### src/rtl/otp_pkg.sv
// Shared constants and types for the OTP read arbiter: address/data widths,
// key-range limit and the sequencer state encoding.
package otp_pkg;

    localparam int OTP_ADDR_W     = 2;
    localparam int OTP_DATA_W     = 8;
    localparam int KEY_LOCK_LIMIT = 4;

    typedef enum logic [1:0] {
        IDLE  = 2'd0,
        ISSUE = 2'd1,
        WAIT  = 2'd2
    } state_e;

    // Index width that stays legal for a single requester.
    function automatic int idx_width(input int n);
        return (n > 1) ? $clog2(n) : 1;
    endfunction

endpackage

### src/rtl/otp_rr_pick.sv
// Combinational round-robin selector: searches from last_i+1, wrapping at
// NUM_REQ, and returns the first active request as one-hot plus index.
module otp_rr_pick
    import otp_pkg::*;
#(
    parameter int NUM_REQ = 3,
    parameter int IDX_W   = idx_width(NUM_REQ)
) (
    input  logic [NUM_REQ-1:0] req_i,
    input  logic [IDX_W-1:0]   last_i,
    output logic [NUM_REQ-1:0] gnt_o,
    output logic [IDX_W-1:0]   idx_o,
    output logic               any_o
);

    logic [IDX_W-1:0] cand;

    always_comb begin
        // NOTE: every variable gets a default before the loop so no latch is inferred.
        gnt_o = '0;
        idx_o = '0;
        any_o = 1'b0;
        cand  = '0;
        for (int k = 1; k <= NUM_REQ; k++) begin
            cand = IDX_W'((int'(last_i) + k) % NUM_REQ);
            if (!any_o && req_i[cand]) begin
                gnt_o[cand] = 1'b1;
                idx_o       = cand;
                any_o       = 1'b1;
            end
        end
    end

endmodule

### src/rtl/otp_read_arb.sv
// Shares the byte-wide OTP read port among NUM_REQ requesters: round-robin
// grant, one read in flight, per-owner response, sticky key-range lock.
module otp_read_arb
    import otp_pkg::*;
#(
    parameter int NUM_REQ    = 3,
    parameter int ADDR_W     = OTP_ADDR_W,
    parameter int DATA_W     = OTP_DATA_W,
    parameter int RD_LAT     = 0,
    parameter int LOCK_LIMIT = KEY_LOCK_LIMIT
) (
    input  logic                      clk,
    input  logic                      rst,
    input  logic [NUM_REQ-1:0]        req_valid,
    input  logic [NUM_REQ*ADDR_W-1:0] req_addr,
    output logic [NUM_REQ-1:0]        req_ready,
    output logic [NUM_REQ-1:0]        rsp_valid,
    output logic [DATA_W-1:0]         rsp_data,
    output logic                      rsp_err,
    input  logic                      lock,
    output logic                      locked,
    output logic                      otp_read_en,
    output logic [ADDR_W-1:0]         otp_read_addr,
    input  logic [DATA_W-1:0]         otp_read_data
);

    localparam int IDX_W = idx_width(NUM_REQ);
    localparam int CNT_W = (RD_LAT > 1) ? $clog2(RD_LAT) : 1;
    localparam logic [CNT_W-1:0] LAT_LOAD = CNT_W'((RD_LAT > 0) ? RD_LAT - 1 : 0);

    state_e              state_q;
    logic [IDX_W-1:0]    rr_ptr_q;
    logic [NUM_REQ-1:0]  owner_q;
    logic [CNT_W-1:0]    cnt_q;
    logic                locked_q;
    logic                otp_en_q;
    logic [ADDR_W-1:0]   otp_addr_q;
    logic [NUM_REQ-1:0]  rsp_valid_q;
    logic [DATA_W-1:0]   rsp_data_q;
    logic                rsp_err_q;

    logic [NUM_REQ-1:0]  win_gnt;
    logic [IDX_W-1:0]    win_idx;
    logic                win_any;
    logic [ADDR_W-1:0]   addr_arr [NUM_REQ];
    logic [ADDR_W-1:0]   win_addr;
    logic                refuse;

    otp_rr_pick #(
        .NUM_REQ (NUM_REQ),
        .IDX_W   (IDX_W)
    ) u_pick (
        .req_i  (req_valid),
        .last_i (rr_ptr_q),
        .gnt_o  (win_gnt),
        .idx_o  (win_idx),
        .any_o  (win_any)
    );

    always_comb begin
        for (int i = 0; i < NUM_REQ; i++) begin
            addr_arr[i] = req_addr[i*ADDR_W +: ADDR_W];
        end
    end

    assign win_addr  = addr_arr[win_idx];
    // A lock arriving in the grant cycle already counts against that grant.
    assign refuse    = (locked_q || lock) && (win_idx != '0) && (int'(win_addr) < LOCK_LIMIT);
    assign req_ready = (state_q == IDLE) ? win_gnt : '0;

    always_ff @(posedge clk or posedge rst) begin
        if (rst) begin
            state_q     <= IDLE;
            rr_ptr_q    <= IDX_W'(NUM_REQ - 1);
            owner_q     <= '0;
            cnt_q       <= '0;
            locked_q    <= 1'b0;
            otp_en_q    <= 1'b0;
            otp_addr_q  <= '0;
            rsp_valid_q <= '0;
            rsp_data_q  <= '0;
            rsp_err_q   <= 1'b0;
        end else begin
            // NOTE: non-blocking assignments so every branch reads pre-edge state.
            locked_q    <= locked_q | lock;
            otp_en_q    <= 1'b0;
            rsp_valid_q <= '0;
            rsp_data_q  <= '0;
            rsp_err_q   <= 1'b0;
            case (state_q)
                IDLE: begin
                    if (win_any) begin
                        rr_ptr_q <= win_idx;
                        owner_q  <= win_gnt;
                        if (refuse) begin
                            rsp_valid_q <= win_gnt;
                            rsp_err_q   <= 1'b1;
                        end else begin
                            // Only accepted reads drive the bus address; refused key addresses never appear.
                            otp_addr_q <= win_addr;
                            otp_en_q   <= 1'b1;
                            state_q    <= ISSUE;
                        end
                    end
                end
                ISSUE: begin
                    if (RD_LAT == 0) begin
                        rsp_valid_q <= owner_q;
                        rsp_data_q  <= otp_read_data;
                        state_q     <= IDLE;
                    end else begin
                        cnt_q   <= LAT_LOAD;
                        state_q <= WAIT;
                    end
                end
                WAIT: begin
                    if (cnt_q == '0) begin
                        rsp_valid_q <= owner_q;
                        rsp_data_q  <= otp_read_data;
                        state_q     <= IDLE;
                    end else begin
                        cnt_q <= cnt_q - 1'b1;
                    end
                end
                default: state_q <= IDLE;
            endcase
        end
    end

    assign locked        = locked_q;
    assign otp_read_en   = otp_en_q;
    assign otp_read_addr = otp_addr_q;
    assign rsp_valid     = rsp_valid_q;
    assign rsp_data      = rsp_data_q;
    assign rsp_err       = rsp_err_q;

endmodule

### config.mk
export PLATFORM = sky130hd
export DESIGN_NAME = otp_read_arb
export DESIGN_NICKNAME = d
export VERILOG_FILES = /design/src/rtl/otp_pkg.sv /design/src/rtl/otp_rr_pick.sv /design/src/rtl/otp_read_arb.sv
export SDC_FILE = /design/constraint.sdc
export NUM_CORES = 1
export LEC_CHECK = 0
export CAP_MARGIN = 15
export CORE_MARGIN = 4
export CORE_UTILIZATION = 43
export CTS_CLUSTER_DIAMETER = 200
export CTS_CLUSTER_SIZE = 24
export DETAILED_ROUTE_END_ITERATION = 8
export DONT_BUFFER_PORTS = 1
export GPL_TIMING_DRIVEN = 1
export HOLD_SLACK_MARGIN = 0.06
export PLACE_DENSITY = 0.67
export SLEW_MARGIN = 20
export SYNTH_ARGS = -nofsm -noshare
export SYNTH_HDL_FRONTEND = slang
export SYNTH_SLANG_ARGS = --single-unit
### constraint.sdc
create_clock -name clk -period 2.4 [get_ports clk]
set_input_delay 0.48 -clock clk [delete_from_list [all_inputs] [get_ports clk]]
set_output_delay 0.48 -clock clk [all_outputs]
set_load 0.02 [all_outputs]
==> out/qor.csv <==
metric,value,unit
final_layout_size_suffix_gt1_share,47.8,%
synth_common_cells,"dfrtp_1 (21), and2_1 (11), inv_1 (7), nand2_1 (6)",
r2r_slack,0.07,ns
setup_viol,3,
synth.most_common_cell,dfrtp_1,
cts.reportedPaths.clkPinSlew,0.12,ns
first_pass_iters,4,
initial_core_util,44.7,%
cp-end-kind,primary output,
cts_tree,built,
top_level_ports,39,
reg2regPathDepth,8,
max_freq,390,MHz
place_area,1320,sq um
routed_wl,2.81,mm
stdcell_area,1630,sq um
drtIter0Drc,49,
seq_area_frac_synth,44.8,%
ys_ff_latch,22,
swShare,41.8,%
synthToLayoutAreaGrowth,32.4,%
netlist.top_cell.by_area,dfrtp_1,
fp.dieW,61.5,um
viasPerCell,5.68,
max_slew.worst_pin.slew,0.774,ns
drt-wirelength-per-cell,17.0,um
finalCriticalPeriod,2.56,ns
hold_violations,0,
cts_buffers,3,
drc,0,
cp_data_required_time,1.92,ns
arrival,2.08,ns
clkSinkCount,22,
slew_violations,0,
root_buffer,clkbuf_4,
place_hpwl,1.86,mm
combPwrFrac,65.4,%
clockBufferDepth,2,
grt_overflow,0,
die_y,61.5,um
rows,19,
fin_nets,159,
maxSlewHeadroom,48.4,%
die_area,3790,sq um
utilization,59.2,%
fin_crit_sh,107,%
gp_congestion,0.878,
pwr-share-seq,24.7,%
grt_max_degree,23,
finalClockSkew,0.00188,ns
power_density,1730,nW/um^2
port_buffers,0,
crit_path_end,req_ready[0],
internal-power,1.64,mW
grt_usage,15.2,%
netlist_area,1230,sq um
whs,0.189,ns
ant_nets,0,
rsz0062_at_grt,true,
synth_edf_count,0,
grt_pass1_vias,922,
critPathMaxFanout,5,
violations,setup timing,
ir_drop,1030,uV
yosysTopAreaCellShare,42.6,%
run_status,"complete, but fails checks",
grt_pass1_wl,4.31,mm
insertion_delay,0.30,ns
diodes,0,
synthCells,109,
synth_area_leaders,"dfrtp_1 (43%), and2_1 (5.6%), ha_1 (4.1%), mux2i_1 (3.2%), a21o_1 (2.4%)",
syn_avg_cell_area,11.3,sq um
ctsHtreeMaxLevel,1,
worstReg2RegEnd,otp_read_addr[0],
setup_ws,-0.164,ns
synth.distinct_cells,39,
dp_slack,-0.0141,ns
r2r-start,rr_ptr_q[1],
worst-setup-path-type,flip-flop to primary output,
syn-num-nets,133,
netSwitchingPower,1.18,mW
crit_start,rr_ptr_q[1],
num_vias,938,
clock_power_share,9.9,%
crit_path_start_kind,flip-flop,
leakagePower,0.726,nW
tns,-0.344,ns
ys_async_sr_fraction,100,%
synth_ff_type,dfrtp_1,
cap_viol_max_count,0,
core_area,2760,sq um
ys_warn_count,0,
hp-class,input port to async pin,
antenna_found_initial,0,
-- cell usage in the layout, fill, tap and decap left out, drive strengths merged, types with 2 or more instances in the layout --
cell type	netlist	routed
nand3b	4	4
a31oi	2	2
o21ai	6	6
nor3b	2	2
nor2	6	6
buf	4	26
and2	11	11
mux2	2	2
dfrtp	21	21
nand2	6	6
o221ai	3	3
a21boi	2	2
clkbuf	1	3
inv	8	8
ha	4	4
nand4	2	2
a22o	2	2
nand3	2	2
a21o	4	4
mux2i	4	4
-- area by class of cell --
cell class / count / area [sq um]
timing repair buffer: 26 / 208
inverter: 8 / 30.0
clock inverter: 1 / 30.0
multi-input combinational: 74 / 749
sequential: 22 / 553
fill: 235 / 1130
tap: 31 / 38.8
clock buffer: 3 / 22.5
-- power groups by stage --
stage               clock network [mW]  logic, mW  registers [mW]
floorplan                            0       1.03           0.658
global placement                     0       1.27           0.687
detailed placement                   0       1.31           0.694
CTS                              0.280       1.65           0.702
global route                     0.302       1.98           0.719
finish                           0.280       1.84           0.695
-- critical path: stages (launching register included) --
cell and delay [ns]:
dfstp_2 0.62, inv_2 0.07, ha_4 0.19, mux2i_4 0.20, o21ai_2 0.16, nand3_1 0.10, a31oi_2 0.22, and2_4 0.21
-- through the flow --
stage	power [mW]	instances
after CTS	2.63	159
after floorplan	1.69	109
after global routing	3.00	165
after detailed placement	2.00	145
final	2.82	165
after global placement	1.96	145
-- flip-flops by register name, indices dropped and copies added (netlist names) --
name / flops
rr_ptr_q: 2
otp_read_en: 1
owner_q: 3
rsp_err: 1
rsp_valid: 3
rsp_data: 8
otp_read_addr: 2
locked: 1
state_q: 1
-- logic make-up after synthesis --
logic type                 Yosys count  share of synthesized area (%)
and+or+nand+nor                     38                           19.4
AOI/OAI and AO/OA                   26                           20.3
DFF                                 22                           44.8
buffers and inverters               13                           5.79
muxes                                6                           5.69
adders and majority gates            4                           4.06
-- worst min-delay path by stage --
stage | startpoint | to | slack (ns) | depth (start not counted)
after floorplan | owner_q[2] | owner_q[2] | 0.45 | 1
after global placement | owner_q[2] | owner_q[2] | 0.46 | 1
after detailed placement | owner_q[0] | owner_q[0] | 0.47 | 1
after CTS | rst | owner_q[1] | 0.22 | 1
after global routing | rst | rsp_data[4] | 0.25 | 1
final | rst | otp_read_addr[1] | 0.19 | 1
-- layer usage --
metal  GRT usage, %  up-vias  part of all wire [%]
met2           28.0       37                    55
met4           4.85        0                   1.9
met1           17.7      458                    35
li1               -      434                     -
met3           2.52        9                   7.5
met5              0        -                     0
-- repair_timing --
| action | CTS | global route |
|---|---|---|
| cloned | 0 | 0 |
| hold endpoints to repair | 0 | 0 |
| buffers inserted | 10 | 6 |
| hold buffers | 0 | 0 |
| gates resized for setup | 26 | 8 |
| pin swaps | 9 | 10 |
| endpoints found under the setup margin | 3 | 10 |
No activity file was read; power rests on OpenSTA's default activity.
